**config.mk**
```make
export PLATFORM = sky130hd
export DESIGN_NAME = stk_status_display_flat
export DESIGN_NICKNAME = d
export VERILOG_FILES = /design/src/rtl/stk_status_display_if.sv /design/src/rtl/stk_status_display.sv /design/src/flat_wrapper.sv
export SDC_FILE = /design/constraint.sdc
export NUM_CORES = 1
export LEC_CHECK = 0
export ABC_AREA = 0
export CAP_MARGIN = 20
export CORE_AREA = 2 2 68 70
export CTS_BUF_LIST = sky130_fd_sc_hd__clkbuf_4
export DETAILED_ROUTE_END_ITERATION = 16
export DIE_AREA = 0 0 70 72
export PLACE_DENSITY = 0.6
export SYNTH_ARGS = -nofsm -noshare
export SYNTH_HDL_FRONTEND = slang
export SYNTH_SLANG_ARGS = --single-unit
```
**constraint.sdc**
```tcl
create_clock -name CLK -period 2.3 [get_ports CLK]
set_clock_uncertainty 0.05 [all_clocks]
set_input_delay 0.46 -clock CLK [delete_from_list [all_inputs] [get_ports CLK]]
set_output_delay 0.46 -clock CLK [all_outputs]
set_load 0.01 [all_outputs]
```
**src/rtl/stk_status_display_if.sv**
```systemverilog
// rtl/stk_status_display_if.sv - stack strobe inputs and status/display outputs bundled as one interface
//
// Purpose : carries the PUSH/POP/CLR_ERR strobes into the status block and the
//           occupancy, flags and 7-segment display values back out.
// Signals : push, pop, clr_err       strobes from the stack-pointer controller
//           sc[3:0]                  occupancy 0..DEPTH
//           full, empty              occupancy flags
//           err, err_ovf             sticky error present / error is overflow
//           hex4, hex5, hex6 [6:0]   segments {g,f,e,d,c,b,a}, active-low
//           hex5dp                   decimal point on HEX5, active-low
// Modports: master drives the strobes; slave (the display block) drives status.

interface stk_status_display_if;
    logic       push;
    logic       pop;
    logic       clr_err;
    logic [3:0] sc;
    logic       full;
    logic       empty;
    logic       err;
    logic       err_ovf;
    logic [6:0] hex4;
    logic [6:0] hex5;
    logic [6:0] hex6;
    logic       hex5dp;

    modport master (
        output push, pop, clr_err,
        input  sc, full, empty, err, err_ovf, hex4, hex5, hex6, hex5dp
    );

    modport slave (
        input  push, pop, clr_err,
        output sc, full, empty, err, err_ovf, hex4, hex5, hex6, hex5dp
    );
endinterface

```
**src/rtl/stk_status_display.sv**
```systemverilog
// rtl/stk_status_display.sv - stack occupancy tracker with sticky over/underflow error and "St<n>" 7-seg display
//
// Purpose : counts occupancy from push/pop strobes, saturating at 0 and DEPTH,
//           latches the most recent overflow/underflow as a sticky error, and
//           drives HEX4='S', HEX5='t', HEX6=occupancy digit or 'o'/'u'.
// Ports   : CLK  rising-edge clock
//           RST  synchronous reset, active-high
//           bus  stk_status_display_if.slave (strobes in, status/segments out)
// Params  : DEPTH      stack capacity, 1..15
//           BLINK_DIV  clock cycles per blink half-period, only used when
//                      STK_ERR_BLINK_EN is defined
// Macro   : STK_ERR_BLINK_EN - blink the whole display while an error is shown.
//           Undefined: error glyphs are steady.

module stk_status_display #(
    parameter int unsigned DEPTH     = 8,
    parameter int unsigned BLINK_DIV = 25_000_000
) (
    input  logic                 CLK,
    input  logic                 RST,
    stk_status_display_if.slave  bus
);

    typedef enum logic [1:0] {ST_NORMAL, ST_ERR_O, ST_ERR_U} state_t;

    localparam logic [3:0] DEPTH_W   = 4'(DEPTH);
    localparam logic [6:0] SEG_S     = 7'b0010010;
    localparam logic [6:0] SEG_T     = 7'b0000111;
    localparam logic [6:0] SEG_O     = 7'b0100011;
    localparam logic [6:0] SEG_U     = 7'b1100011;
    localparam logic [6:0] SEG_BLANK = 7'b1111111;

    function automatic logic [6:0] hex_glyph(input logic [3:0] v);
        case (v)
            4'h0:    hex_glyph = 7'b1000000;
            4'h1:    hex_glyph = 7'b1111001;
            4'h2:    hex_glyph = 7'b0100100;
            4'h3:    hex_glyph = 7'b0110000;
            4'h4:    hex_glyph = 7'b0011001;
            4'h5:    hex_glyph = 7'b0010010;
            4'h6:    hex_glyph = 7'b0000010;
            4'h7:    hex_glyph = 7'b1111000;
            4'h8:    hex_glyph = 7'b0000000;
            4'h9:    hex_glyph = 7'b0010000;
            4'hA:    hex_glyph = 7'b0001000;
            4'hB:    hex_glyph = 7'b0000011;
            4'hC:    hex_glyph = 7'b1000110;
            4'hD:    hex_glyph = 7'b0100001;
            4'hE:    hex_glyph = 7'b0000110;
            default: hex_glyph = 7'b0001110;
        endcase
    endfunction

    state_t     state_q, state_d;
    logic [3:0] sc_q, sc_d;
    logic       ovf_evt, unf_evt;
    logic       blank_d;
    logic [6:0] hex4_q, hex5_q, hex6_q;
    logic [6:0] hex4_d, hex5_d, hex6_d;
    logic       full_q, empty_q, dp_q;

    // Occupancy and error state. Simultaneous push+pop is a no-op at any level.
    always_comb begin
        sc_d    = sc_q;
        ovf_evt = 1'b0;
        unf_evt = 1'b0;
        if (bus.push && !bus.pop) begin
            if (sc_q == DEPTH_W) ovf_evt = 1'b1;
            else                 sc_d    = sc_q + 4'd1;
        end else if (bus.pop && !bus.push) begin
            if (sc_q == 4'd0)    unf_evt = 1'b1;
            else                 sc_d    = sc_q - 4'd1;
        end

        // An event always beats a clear in the same cycle.
        state_d = state_q;
        if (ovf_evt)          state_d = ST_ERR_O;
        else if (unf_evt)     state_d = ST_ERR_U;
        else if (bus.clr_err) state_d = ST_NORMAL;
    end

`ifdef STK_ERR_BLINK_EN
    localparam int         CW      = (BLINK_DIV > 1) ? $clog2(BLINK_DIV) : 1;
    localparam logic [CW-1:0] CNT_MAX = CW'(BLINK_DIV - 1);

    logic [CW-1:0] cnt_q, cnt_d;
    logic          phase_on_q, phase_on_d;

    // Entering an error state (or switching o<->u) restarts the blink in the ON phase.
    always_comb begin
        cnt_d      = cnt_q;
        phase_on_d = phase_on_q;
        if (state_d == ST_NORMAL || state_d != state_q) begin
            cnt_d      = '0;
            phase_on_d = 1'b1;
        end else if (cnt_q == CNT_MAX) begin
            cnt_d      = '0;
            phase_on_d = !phase_on_q;
        end else begin
            cnt_d = cnt_q + 1'b1;
        end
        blank_d = (state_d != ST_NORMAL) && !phase_on_d;
    end

    always_ff @(posedge CLK) begin
        if (RST) begin
            cnt_q      <= '0;
            phase_on_q <= 1'b1;
        end else begin
            cnt_q      <= cnt_d;
            phase_on_q <= phase_on_d;
        end
    end
`else
    always_comb blank_d = 1'b0;
`endif

    // Display values are computed from next state so they register alongside it.
    always_comb begin
        hex4_d = blank_d ? SEG_BLANK : SEG_S;
        hex5_d = blank_d ? SEG_BLANK : SEG_T;
        case (state_d)
            ST_ERR_O: hex6_d = SEG_O;
            ST_ERR_U: hex6_d = SEG_U;
            default:  hex6_d = hex_glyph(sc_d);
        endcase
        if (blank_d) hex6_d = SEG_BLANK;
    end

    always_ff @(posedge CLK) begin
        if (RST) begin
            state_q <= ST_NORMAL;
            sc_q    <= 4'd0;
            full_q  <= 1'b0;
            empty_q <= 1'b1;
            dp_q    <= 1'b1;
            hex4_q  <= SEG_S;
            hex5_q  <= SEG_T;
            hex6_q  <= hex_glyph(4'd0);
        end else begin
            state_q <= state_d;
            sc_q    <= sc_d;
            full_q  <= (sc_d == DEPTH_W);
            empty_q <= (sc_d == 4'd0);
            dp_q    <= !(sc_d == DEPTH_W) || blank_d;
            hex4_q  <= hex4_d;
            hex5_q  <= hex5_d;
            hex6_q  <= hex6_d;
        end
    end

    assign bus.sc      = sc_q;
    assign bus.full    = full_q;
    assign bus.empty   = empty_q;
    assign bus.err     = (state_q != ST_NORMAL);
    assign bus.err_ovf = (state_q == ST_ERR_O);
    assign bus.hex4    = hex4_q;
    assign bus.hex5    = hex5_q;
    assign bus.hex6    = hex6_q;
    assign bus.hex5dp  = dp_q;

endmodule

```
**src/flat_wrapper.sv**
```systemverilog
// flat-port wrapper written by rule: the top's interface ports become plain ports
module stk_status_display_flat 
#(
    parameter int unsigned DEPTH     = 8,
    parameter int unsigned BLINK_DIV = 25_000_000
)
  (CLK, RST, bus_push, bus_pop, bus_clr_err, bus_sc, bus_full, bus_empty, bus_err, bus_err_ovf, bus_hex4, bus_hex5, bus_hex6, bus_hex5dp);
  stk_status_display_if bus_i ();
  input  logic CLK;
  input  logic RST;
  input wire logic [$bits(bus_i.push)-1:0] bus_push;
  input wire logic [$bits(bus_i.pop)-1:0] bus_pop;
  input wire logic [$bits(bus_i.clr_err)-1:0] bus_clr_err;
  output wire logic [$bits(bus_i.sc)-1:0] bus_sc;
  output wire logic [$bits(bus_i.full)-1:0] bus_full;
  output wire logic [$bits(bus_i.empty)-1:0] bus_empty;
  output wire logic [$bits(bus_i.err)-1:0] bus_err;
  output wire logic [$bits(bus_i.err_ovf)-1:0] bus_err_ovf;
  output wire logic [$bits(bus_i.hex4)-1:0] bus_hex4;
  output wire logic [$bits(bus_i.hex5)-1:0] bus_hex5;
  output wire logic [$bits(bus_i.hex6)-1:0] bus_hex6;
  output wire logic [$bits(bus_i.hex5dp)-1:0] bus_hex5dp;
  assign bus_i.push = bus_push;
  assign bus_i.pop = bus_pop;
  assign bus_i.clr_err = bus_clr_err;
  assign bus_sc = bus_i.sc;
  assign bus_full = bus_i.full;
  assign bus_empty = bus_i.empty;
  assign bus_err = bus_i.err;
  assign bus_err_ovf = bus_i.err_ovf;
  assign bus_hex4 = bus_i.hex4;
  assign bus_hex5 = bus_i.hex5;
  assign bus_hex6 = bus_i.hex6;
  assign bus_hex5dp = bus_i.hex5dp;
  stk_status_display #(.DEPTH(DEPTH), .BLINK_DIV(BLINK_DIV)) u_core (.CLK(CLK), .RST(RST), .bus(bus_i));
endmodule
```
==> results by group <==
Status
  – Outcome: finished, final reports clean

Setup path
  – Critical Path, Cell by Cell: inv_1, ha_2, nor3b_4, nor3b_2, a311oi_4, inv_2, ha_2, mux2_1, nand2_1, a21oi_2
  – Crit path DAT: roughly 2.3 ns
  – Worst path max stage delay: 0.37 ns
  – CP Class: flip-flop to flip-flop
  – Worst flop-to-flop path startpoint: u_core.bus.sc[0]$_SDFF_PP0_
  – Buf+Inv Stages, Crit Path: 2
  – Reg2reg path depth: 10
  – CP endpoint kind: flip-flop
  – CP max stage cell: a311oi_4
  – R2R setup slack: 0.14 ns
  – Worst-path maximum fanout: 5
  – CP delay by family, top: simple AND/OR/NAND/NOR gates
  – CP required: between 2 and 2.5 ns
  – Top cell by count, worst path: ha_2
  – Crit Reg-Reg Endpoint: u_core.bus.hex6[6]$_SDFF_PP1_
  – Critical Path Start Type: flip-flop

Route
  – Number of routed nets with antenna violations: 0
  – DR top layer: met4
  – DR iter-0 viols: 47
  – Routed length per instance: 10.8 um
  – Routed wl met3: 108 um
  – Final WL: roughly 2.5 mm
  – WL met1: between 1 and 1.5 mm
  – Met2 wire len: 1.18 mm
  – Drt pass-1 iters: 4
  – Via Count: roughly 1,000
  – DRC viols: 0
  – DR vias/cell: roughly 4.5

Global routing
  – Largest net degree at the start of global routing: 13
  – Vias in the first global route: roughly 960
  – Gr usage total: 10.5%
  – First-pass GRT wire length: 4.26 mm
  – Initial antenna violation count: 0
  – Congestion Overflow GR: 0

Floorplanning
  – Core Rows: 24
  – Die Area: just over 5000 um^2
  – Core Region: 4260 um^2
  – Die width: 70 um
  – Io pins: 35
  – Initial Utilization: 29.0%
  – Die Y: ~70 um

Logic synthesis
  – Commonest register cell after synthesis: dfxtp_1
  – Avg Synthesized Cell Area: 9.22 um^2
  – Area of the mapped netlist: between 1000 and 1500 um^2
  – Netlist cell types: between 40 and 50
  – Async SR Flop Fraction: 0%
  – Post-synth EDFFs: 0
  – Synthesized flop and latch total: 16
  – Cells after Synth: 134
  – Ys Warns: 0
  – Sequential-to-total area share from yosys stat: 25.9%

Min path
  – Min-delay src: u_core.state_q[0]$_SDFF_PP0_
  – Hold Crit Class: flip-flop to flip-flop
  – WHS Path Cells: 4
  – Hold path endpoint: u_core.state_q[0]$_SDFF_PP0_

Place
  – Port-buffer cells: 20
  – Place WS: -0.382 ns
  – DP Wirelength: around 2.0 mm
  – Routability cong.: approximately 0.78

Cells and area
  – Multi-input logic area: 803 um^2
  – Layout fillers: roughly 460
  – Final core occ: between 30% and 40%
  – Layout cells sized above 1: roughly a third
  – Area grow syn2layout: 33.1%
  – Antenna diodes: 0
  – Reg area: roughly 320 um^2
  – Nets@finish: roughly 200

Clocking
  – CTS tree: yes
  – Clock Latency Late Sink: 0.29 ns
  – Clock sink count: 16
  – H-tree depth: 1
  – CTS Buffer Depth: 2
  – CTS Hold Bufs: 0
  – CTS Root Cell: clkbuf_4
  – Clock transition at path regs: 0.09 ns
  – CTS buffer count: 3

Power
  – Leak: ~0.00073 uW
  – Pwr dens: between 800 and 900 nW/um^2
  – VDD IR max: roughly 0.26 mV
  – Power Total: approximately 1400 uW

Timing
  – RSZ-0062 raised after global routing: true
  – FMAX: 463 MHz
  – Hold WS: approximately 0.64 ns
  – TNS Setup: 0 ns
  – Setup violations, final: 0
  – Worst setup margin: approximately 0.14 ns
  – Post-layout min period: 2.16 ns
  – Final period utilization: a little over nine tenths
  – Fin. Hold Viols: 0
  – Max Slew Vio Count: 0

Run
  – Max capacitance violation total: 0
==> kinds of logic (layout without fill, tap and decap cells) <==
family	after synthesis	after routing	share of synthesized area, %
AOI/OAI and AO/OA	26	26	19.0
xor gates and xnor gates	3	3	2.13
adders and majority gates	11	11	11.1
buffers and inverters	26	58	14.6
DFF	16	16	25.9
muxes	3	3	2.63
other	2	14	0.608
and+or+nand+nor	47	47	23.9
==> where the power goes <==
part | internal, uW | switching [uW] | total [uW] | leakage (uW)
registers | 343 | 21.7 | 365 | 0.000132
logic | 455 | 420 | 875 | 0.000581
clock network | 63.2 | 89.0 | 152 | 0.0000154
total | 862 | 531 | 1390 | 0.000728
==> Yosys cell counts (2+ instances only) <==
master | instances | share of area (%)
buf_6 | 4 | 3.6
conb_1 | 2 | 0.61
and4bb_1 | 2 | 2.0
inv_1 | 6 | 1.8
buf_4 | 14 | 8.5
o211ai_1 | 3 | 1.8
xnor2_1 | 2 | 1.4
nor2_1 | 5 | 1.5
nor2b_1 | 4 | 2.0
a31oi_1 | 3 | 1.5
a21oi_1 | 7 | 2.8
dfxtp_1 | 16 | 26
nand3_1 | 5 | 2.0
nor3b_2 | 2 | 2.0
ha_1 | 11 | 11
nor3_2 | 2 | 1.6
nand2_1 | 16 | 4.9
==> placed cells by master (no fill, tap or decap), drive strengths merged, types with 3 or more instances in the layout <==
| cell type | synthesis | final |
|---|---|---|
| buf | 18 | 27 |
| clkdlybuf4s50 | 0 | 18 |
| nand2 | 16 | 16 |
| dfxtp | 16 | 16 |
| conb | 2 | 14 |
| ha | 11 | 11 |
| a21oi | 9 | 9 |
| inv | 7 | 7 |
| nor2 | 5 | 5 |
| nand3 | 5 | 5 |
| nor2b | 5 | 5 |
| a31oi | 4 | 4 |
| o211ai | 3 | 3 |
| clkbuf | 1 | 3 |
| nor3 | 3 | 3 |
==> final cells by class <==
class                      count  area share, %
multi-input combinational    104           48.9
timing repair buffer          47           24.4
sequential                    16           19.6
tap                           52           3.96
inverter                       7           1.60
clock buffer                   3           1.37
clock inverter                 1          0.228
==> timing repair <==
action                                  4_1_cts  5_1_grt
resized for setup                             2        5
cloned                                        0        0
endpoints found under the setup margin        4        4
setup buffers                                 1        0
pin swaps                                     1        1
==> worst max-delay path by stage <==
stage,startpoint,end,slack (ns),cells after the start
after floorplan,u_core.bus.sc[0]$_SDFF_PP0_,u_core.bus.hex6[6]$_SDFF_PP1_,0.03,10
after global placement,bus_push,u_core.bus.hex6[6]$_SDFF_PP1_,-0.34,9
after detailed placement,bus_push,u_core.bus.hex6[6]$_SDFF_PP1_,-0.38,9
after CTS,u_core.bus.sc[0]$_SDFF_PP0_,u_core.bus.hex6[6]$_SDFF_PP1_,0.1,9
after global routing,u_core.bus.sc[0]$_SDFF_PP0_,u_core.bus.hex6[6]$_SDFF_PP1_,-0.02,10
final,u_core.bus.sc[0]$_SDFF_PP0_,u_core.bus.hex6[6]$_SDFF_PP1_,0.14,10
==> state kept, by name (all words and copies together), names as in the netlist <==
| signal | flops |
|---|---|
| u_core.bus.hex6 | 7 |
| u_core.bus.sc | 4 |
| u_core.state_q | 2 |
| u_core.bus.empty | 1 |
| u_core.bus.full | 1 |
| u_core.bus.hex5dp | 1 |
==> layer usage <==
| metal | global-route usage [%] | vias up |
|---|---|---|
| li1 | - | 520 |
| met1 | 12.3 | 487 |
| met2 | 19.2 | 28 |
| met3 | 0.972 | 5 |
| met4 | 5.13 | 0 |
| met5 | 0 | - |
==> per-stage QoR <==
stage          cell area (um^2)  cells
2_1_floorplan              1290    146
3_3_place_gp               1600    225
3_5_place_dp               1600    225
4_1_cts                    1630    230
5_1_grt                    1640    230
6_report                   1640    230
==> worst reg2reg max path, stage by stage (launching register included) <==
cell and delay (ns):
dfxtp_2 0.33, inv_1 0.05, ha_2 0.18, nor3b_4 0.27, nor3b_2 0.09, a311oi_4 0.37
inv_2 0.11, ha_2 0.20, mux2_1 0.28, nand2_1 0.08, a21oi_2 0.05
Note: power is estimated with default switching activity, not from simulation.
